==> src/rtl/i2c_slave.sv <==
// I2C responder: 7-bit addressed slave with byte write to data_out and
// byte read from data_in. sclk/sda are oversampled on clk through 2-flop
// synchronizers; all bus events are derived from edges of the synced copies.
`timescale 1ns/1ps

module i2c_slave #(
  parameter logic [6:0] I2C_SLAVE_ADDRESS = 7'h5a
) (
  input  logic       clk,
  input  logic       rst,
  input  logic       sclk,
  input  logic       sda_in,
  output logic       sda_out,
  input  logic [7:0] data_in,
  output logic [7:0] data_out,
  output logic       data_valid,
  output logic [3:0] state
);

  localparam int unsigned DATA_W  = 8;
  localparam int unsigned CNT_W   = 3;
  localparam int unsigned STATE_W = 4;

  typedef enum logic [STATE_W-1:0] {
    IDLE      = 4'd0,
    ADDR      = 4'd1,
    ADDR_ACK  = 4'd2,
    WRITE     = 4'd3,
    WRITE_ACK = 4'd4,
    READ      = 4'd5,
    READ_ACK  = 4'd6,
    WAIT_STOP = 4'd7
  } state_t;

  // Synchronizer and edge-history flops
  logic r_sclk_meta, r_sclk_sync, r_sclk_prev;
  logic r_sda_meta,  r_sda_sync,  r_sda_prev;

  // Protocol state
  state_t             r_state;
  logic [CNT_W-1:0]   r_bit_cnt;
  logic [DATA_W-1:0]  r_rx_shift;
  logic [DATA_W-1:0]  r_tx_shift;
  logic               r_sda_out;
  logic [DATA_W-1:0]  r_data_out;
  logic               r_data_valid;
  logic               r_byte_done;

  // Next-state values
  state_t             w_state_nxt;
  logic [CNT_W-1:0]   w_bit_cnt_nxt;
  logic [DATA_W-1:0]  w_rx_shift_nxt;
  logic [DATA_W-1:0]  w_tx_shift_nxt;
  logic               w_sda_out_nxt;
  logic [DATA_W-1:0]  w_data_out_nxt;
  logic               w_data_valid_nxt;
  logic               w_byte_done_nxt;

  // Bus events
  logic               w_sclk_rise;
  logic               w_sclk_fall;
  logic               w_sda_rise;
  logic               w_sda_fall;
  logic               w_start;
  logic               w_stop;
  logic               w_last_bit;
  logic [DATA_W-1:0]  w_rx_byte;

  // Two-flop synchronizers plus one history flop; idle bus level is high
  always_ff @(posedge clk or negedge rst) begin
    if (!rst) begin
      r_sclk_meta <= 1'b1;
      r_sclk_sync <= 1'b1;
      r_sclk_prev <= 1'b1;
      r_sda_meta  <= 1'b1;
      r_sda_sync  <= 1'b1;
      r_sda_prev  <= 1'b1;
    end else begin
      r_sclk_meta <= sclk;
      r_sclk_sync <= r_sclk_meta;
      r_sclk_prev <= r_sclk_sync;
      r_sda_meta  <= sda_in;
      r_sda_sync  <= r_sda_meta;
      r_sda_prev  <= r_sda_sync;
    end
  end

  // Edge and START/STOP decode on the synchronized bus
  assign w_sclk_rise = r_sclk_sync & ~r_sclk_prev;
  assign w_sclk_fall = ~r_sclk_sync & r_sclk_prev;
  assign w_sda_rise  = r_sda_sync & ~r_sda_prev;
  assign w_sda_fall  = ~r_sda_sync & r_sda_prev;
  assign w_start     = w_sda_fall & r_sclk_sync;
  assign w_stop      = w_sda_rise & r_sclk_sync;
  assign w_last_bit  = (r_bit_cnt == CNT_W'(DATA_W - 1));
  assign w_rx_byte   = {r_rx_shift[DATA_W-2:0], r_sda_sync};

  // State and datapath register
  always_ff @(posedge clk or negedge rst) begin
    if (!rst) begin
      r_state      <= IDLE;
      r_bit_cnt    <= '0;
      r_rx_shift   <= '0;
      r_tx_shift   <= '0;
      r_sda_out    <= 1'b1;
      r_data_out   <= '0;
      r_data_valid <= 1'b0;
      r_byte_done  <= 1'b0;
    end else begin
      r_state      <= w_state_nxt;
      r_bit_cnt    <= w_bit_cnt_nxt;
      r_rx_shift   <= w_rx_shift_nxt;
      r_tx_shift   <= w_tx_shift_nxt;
      r_sda_out    <= w_sda_out_nxt;
      r_data_out   <= w_data_out_nxt;
      r_data_valid <= w_data_valid_nxt;
      r_byte_done  <= w_byte_done_nxt;
    end
  end

  // Next-state and datapath logic; START/STOP outrank any sclk edge
  always_comb begin
    w_state_nxt      = r_state;
    w_bit_cnt_nxt    = r_bit_cnt;
    w_rx_shift_nxt   = r_rx_shift;
    w_tx_shift_nxt   = r_tx_shift;
    w_sda_out_nxt    = r_sda_out;
    w_data_out_nxt   = r_data_out;
    w_data_valid_nxt = 1'b0;
    w_byte_done_nxt  = r_byte_done;

    if (w_start) begin
      w_state_nxt     = ADDR;
      w_bit_cnt_nxt   = '0;
      w_rx_shift_nxt  = '0;
      w_sda_out_nxt   = 1'b1;
      w_byte_done_nxt = 1'b0;
    end else if (w_stop) begin
      w_state_nxt     = IDLE;
      w_bit_cnt_nxt   = '0;
      w_sda_out_nxt   = 1'b1;
      w_byte_done_nxt = 1'b0;
    end else begin
      unique case (r_state)
        IDLE: begin
          w_sda_out_nxt = 1'b1;
        end

        // Shift address byte; ACK on the falling edge after the 8th bit
        ADDR: begin
          if (w_sclk_rise && !r_byte_done) begin
            w_rx_shift_nxt = w_rx_byte;
            w_bit_cnt_nxt  = r_bit_cnt + CNT_W'(1);
            if (w_last_bit) begin
              if (w_rx_byte[DATA_W-1:1] == I2C_SLAVE_ADDRESS) begin
                w_byte_done_nxt = 1'b1;
              end else begin
                w_state_nxt   = IDLE;
                w_sda_out_nxt = 1'b1;
              end
            end
          end else if (w_sclk_fall && r_byte_done) begin
            w_byte_done_nxt = 1'b0;
            w_sda_out_nxt   = 1'b0;
            w_state_nxt     = ADDR_ACK;
          end
        end

        // ACK held through the 9th clock; its falling edge picks direction
        ADDR_ACK: begin
          if (w_sclk_fall) begin
            w_bit_cnt_nxt = '0;
            if (r_rx_shift[0]) begin
              w_tx_shift_nxt = data_in;
              w_sda_out_nxt  = data_in[DATA_W-1];
              w_state_nxt    = READ;
            end else begin
              w_sda_out_nxt  = 1'b1;
              w_state_nxt    = WRITE;
            end
          end
        end

        // Shift a data byte; publish it on the 8th rising edge
        WRITE: begin
          if (w_sclk_rise && !r_byte_done) begin
            w_rx_shift_nxt = w_rx_byte;
            w_bit_cnt_nxt  = r_bit_cnt + CNT_W'(1);
            if (w_last_bit) begin
              w_data_out_nxt   = w_rx_byte;
              w_data_valid_nxt = 1'b1;
              w_byte_done_nxt  = 1'b1;
            end
          end else if (w_sclk_fall && r_byte_done) begin
            w_byte_done_nxt = 1'b0;
            w_sda_out_nxt   = 1'b0;
            w_state_nxt     = WRITE_ACK;
          end
        end

        // End of ACK clock: release and expect another byte
        WRITE_ACK: begin
          if (w_sclk_fall) begin
            w_sda_out_nxt = 1'b1;
            w_bit_cnt_nxt = '0;
            w_state_nxt   = WRITE;
          end
        end

        // Drive the next tx bit after each falling edge; release after bit 0
        READ: begin
          if (w_sclk_fall) begin
            if (w_last_bit) begin
              w_sda_out_nxt = 1'b1;
              w_bit_cnt_nxt = '0;
              w_state_nxt   = READ_ACK;
            end else begin
              w_sda_out_nxt  = r_tx_shift[DATA_W-2];
              w_tx_shift_nxt = {r_tx_shift[DATA_W-2:0], 1'b0};
              w_bit_cnt_nxt  = r_bit_cnt + CNT_W'(1);
            end
          end
        end

        // Master ACK reloads the next byte; NACK parks until STOP/START
        READ_ACK: begin
          if (w_sclk_rise) begin
            if (r_sda_sync) begin
              w_sda_out_nxt = 1'b1;
              w_state_nxt   = WAIT_STOP;
            end
          end else if (w_sclk_fall) begin
            w_tx_shift_nxt = data_in;
            w_sda_out_nxt  = data_in[DATA_W-1];
            w_bit_cnt_nxt  = '0;
            w_state_nxt    = READ;
          end
        end

        WAIT_STOP: begin
          w_sda_out_nxt = 1'b1;
        end

        default: begin
          w_state_nxt   = IDLE;
          w_sda_out_nxt = 1'b1;
        end
      endcase
    end
  end

  assign sda_out    = r_sda_out;
  assign data_out   = r_data_out;
  assign data_valid = r_data_valid;
  assign state      = r_state;

endmodule

==> config.mk <==
export PLATFORM = sky130hd
export DESIGN_NAME = i2c_slave
export DESIGN_NICKNAME = d
export VERILOG_FILES = /design/src/rtl/i2c_slave.sv
export SDC_FILE = /design/constraint.sdc
export NUM_CORES = 1
export LEC_CHECK = 0
export BUFFER_PORTS_ARGS = -buffer_cell sky130_fd_sc_hd__buf_4
export CAP_MARGIN = 20
export CORE_ASPECT_RATIO = 0.6
export CORE_MARGIN = 3
export CORE_UTILIZATION = 37
export CTS_CLUSTER_DIAMETER = 30
export DETAILED_ROUTE_END_ITERATION = 6
export PLACE_DENSITY_LB_ADDON = 0.2
export SETUP_SLACK_MARGIN = 0.4
export SYNTH_ARGS = -nofsm -noshare
export SYNTH_HDL_FRONTEND = slang
export SYNTH_SLANG_ARGS = --single-unit
==> constraint.sdc <==
create_clock -name clk -period 2.6 [get_ports clk]
set_input_delay 0.39 -clock clk [delete_from_list [all_inputs] [get_ports clk]]
set_output_delay 0.39 -clock clk [all_outputs]
set_load 0.05 [all_outputs]
==> metrics.md <==
| Metric | Value |
|---|---|
| Path type of the worst setup path | `flip-flop to flip-flop` |
| Most common cell after layout, fill and taps aside | `dfrtp_1` |
| Die extent in y | `between 60 and 70 um` |
| Critical Path End Type | `flip-flop` |
| Transition time at the pin with the least slew margin | `between 0.6 and 0.7 ns` |
| Data arrival time of the critical path | `around 2.3 ns` |
| Average instance area after synthesis | `roughly 10 sq um` |
| Width of the die | `between 90 and 100 um` |
| GPL Wtd Cong | `0.925` |
| Max FO, Critical Path | `6` |
| Number of pins with negative max-slew slack in the final report | `0` |
| Area share of the largest cell type after synthesis | `0.388` |
| Setup repair after global routing missed its margin | `no` |
| Routed Wire Length | `4270 um` |
| Number of distinct library cells after synthesis | `between 40 and 50` |
| TritonCTS Buffers | `5` |
| Pin count of the biggest net entering global routing | `38` |
| Number of cells in the finished layout apart from fillers | `279` |
| Layout cells sized above 1 | `0.296` |
| Crit Reg-Reg Startpoint | `r_sclk_sync$_DFF_PN1_` |
| Outcome | `finished clean` |
| Portion of the post-synthesis area used by sequential elements | `0.483` |
| Vias in the first global route | `approximately 1400` |
| Clock transition at the registers of the reported paths | `about 0.08 ns` |
| Post-synthesis instance area | `1930 sq um` |
| Core box area | `4800 sq um` |
| Number of H-tree branching levels | `2` |
| Post-synth top area cell | `dfrtp_1` |
| Peak supply drop | `0.000310 V` |
| Post-DR wirelength/cell | `approximately 15 um` |
| Wire length of the first global-routing pass | `6870 um` |
| Tightest Hold Check Type | `input port to async pin` |
| Final critical path time including I/O delays and setup | `2.11 ns` |
| First-pass iteration count of the detailed router | `4` |
| Final Setup Violations | `0` |
| P&R area growth vs syn | `19.5%` |
| Area used by sequential logic in the layout | `slightly above 900 sq um` |
| Layout Utilization | `0.481` |
| Max Cap Violations | `0` |
| Remaining max-slew budget at the tightest pin | `0.580` |
| Flip-flop and latch count after synthesis | `37` |
| Kind of launch point of the worst setup path | `flip-flop` |
| Detailed-route via count | `~1500` |
| Aggregate global routing overflow | `0` |
| Worst setup path startpoint | `r_sclk_sync$_DFF_PN1_` |
| Share of the clock period used by the worst path | `0.810` |
| Setup TNS | `0 ns` |
| Cell at the root of the clock tree | `clkbuf_8` |
| Final hold violation count | `0` |
| P per Cell Area | `around 920 nW/um^2` |
| Skew final | `about 0.0055 ns` |
| Detailed Route Iter0 Violations | `between 150 and 200` |
| Crit path buf inv count | `1` |
| Most used cells in the layout excluding fill and tap cells | `dfrtp_1 (30), buf_4 (28), nand2_1 (18), o21ai_0 (18), a21oi_1 (17)` |
| Filler instances | `about 470` |
| Average vias per placed instance | `approximately 5.5` |
| Dominant cells by area after synthesis | `dfrtp_1 (39%), dfstp_2 (9.5%), mux2_2 (5.8%)` |
| CTS max path bufs | `2` |
| Leak Pwr | `0.00106 uW` |
| Row count | `19` |
| I/O pins | `26` |
| Starting density of the core | `0.403` |
| Critical Path Max Stage Delay | `0.59 ns` |
| Area of the multi-input gates | `roughly 940 sq um` |
| DIE AREA | `~6200 sq um` |
| Clock Latency Late Sink | `roughly 0.3 ns` |
| Sinks on the clock net | `37` |
| CP cell instances | `inv_2 > ha_1 > nor2b_2 > o311ai_2 > a32o_2 > or3_4 > a21oi_2` |
| Nets | `231` |
| Crit path required time | `around 2.8 ns` |
| Warning count from the yosys run | `0` |
| Count of nets left with antenna violations after detail routing | `0` |
| Number of antenna violations at the first check in global routing | `0` |
| ANT cells | `0` |
| Drt drc | `0` |
| Clock tree from TritonCTS | `yes` |
| Post-synth net total | `about 210` |
| Max stage delay cell, worst path | `dfstp_2` |
| Worst path top cell family by delay | `compound AO/OA/AOI/OAI gates` |
| Maximum frequency from static timing analysis | `475 MHz` |
| IO Port Bufs | `24` |
| Post-DP HPWL | `2930 um` |
| Placed instance count | `270` |
| Synthesized instance count | `roughly 190` |
| Combined global-route utilization of all metal layers | `0.147` |
[synth_stat cells, drive strengths merged]
cell type and n:
or3b 1, o21ai 19, a211o 1, nand3 2
o22a 1, mux2 10, nand2 18, a32o 1
ha 4, nand2b 5, o221ai 1, and2b 1
nor2 7, o21bai 1, conb 1, o211ai 2
o311ai 1, and4 1, and2 5, buf 10
clkbuf 1, o22ai 7, inv 7, or3 1
nor3b 2, nand4b 3, a31oi 2, nor3 3
and4bb 1, dfstp 7, nand4bb 1, o2bb2ai 1
nor2b 3, xor2 1, nand4 1, a21oi 18
a32oi 1, nand3b 2, mux2i 6, dfrtp 30
o32ai 1
[state kept, by name, indices dropped and copies added, names as in the netlist, 3 cells and up]
signal and cells:
state 3, r_tx_shift 7, r_bit_cnt 3, r_rx_shift 7
data_out 8
[repair_timing]
item	in CTS	in global routing
endpoints found under the setup margin	7	11
cloned	0	0
buffers inserted	0	1
gates resized for setup	2	6
hold buffers	0	0
pin swaps	0	3
[metal layers]
| metal | vias to the layer above | routed length [um] | GRT usage |
|---|---|---|---|
| met5 | - | 0 | 0 |
| met4 | 0 | 51 | 0.0525 |
| met3 | 5 | 318 | 0.0412 |
| met2 | 50 | 1630 | 0.188 |
| met1 | 730 | 2260 | 0.230 |
| li1 | 738 | - | - |
[power by group]
part	internal [uW]	total [uW]	switching, uW
clock network	312	524	212
logic	298	676	378
registers	726	928	202
[per-stage QoR]
stage	area [sq um]	power (uW)	setup slack [ns]	hold slack (ns)
after global routing	2310	2270	0.400	0.0756
after CTS	2270	2110	0.431	0.0580
final	2310	2130	0.493	0.0426
after global placement	2140	1570	0.441	0.345
after floorplan	1930	1400	0.591	0.0944
after detailed placement	2140	1570	0.388	0.347
[worst paths after layout]
check	endpoint	slack, ns	cells after the start
max in group asynchronous	r_sclk_meta$_DFF_PN1_	2.20	1
min in group clk	r_sda_meta$_DFF_PN1_	0.20	1
worst min-delay path	data_valid$_DFF_PN0_	0.04	1
worst max register to register	state[1]$_DFFE_PN0P_	0.49	7
worst min register to register	r_sclk_sync$_DFF_PN1_	0.36	0
worst max-delay path	state[1]$_DFFE_PN0P_	0.49	7
[final cells by class]
type,count,share of cell area
tap,63,0.0341
multi-input combinational,136,0.407
clock inverter,2,0.0163
inverter,7,0.0114
clock buffer,6,0.0358
timing repair buffer,28,0.0910
sequential,37,0.405
[logic make-up (layout without fill, tap and decap cells)]
| kind of cell | after synthesis | in the layout | share of synthesized area |
|---|---|---|---|
| muxes | 16 | 16 | 0.0893 |
| xor gates and xnor gates | 1 | 1 | 0.00453 |
| buffers and inverters | 18 | 43 | 0.0505 |
| adders and majority gates | 4 | 4 | 0.0259 |
| AOI/OAI and AO/OA | 57 | 57 | 0.176 |
| DFF | 37 | 37 | 0.483 |
| other | 1 | 1 | 0.00194 |
| and+or+nand+nor | 57 | 57 | 0.168 |
(Power assumes the default switching activity.)
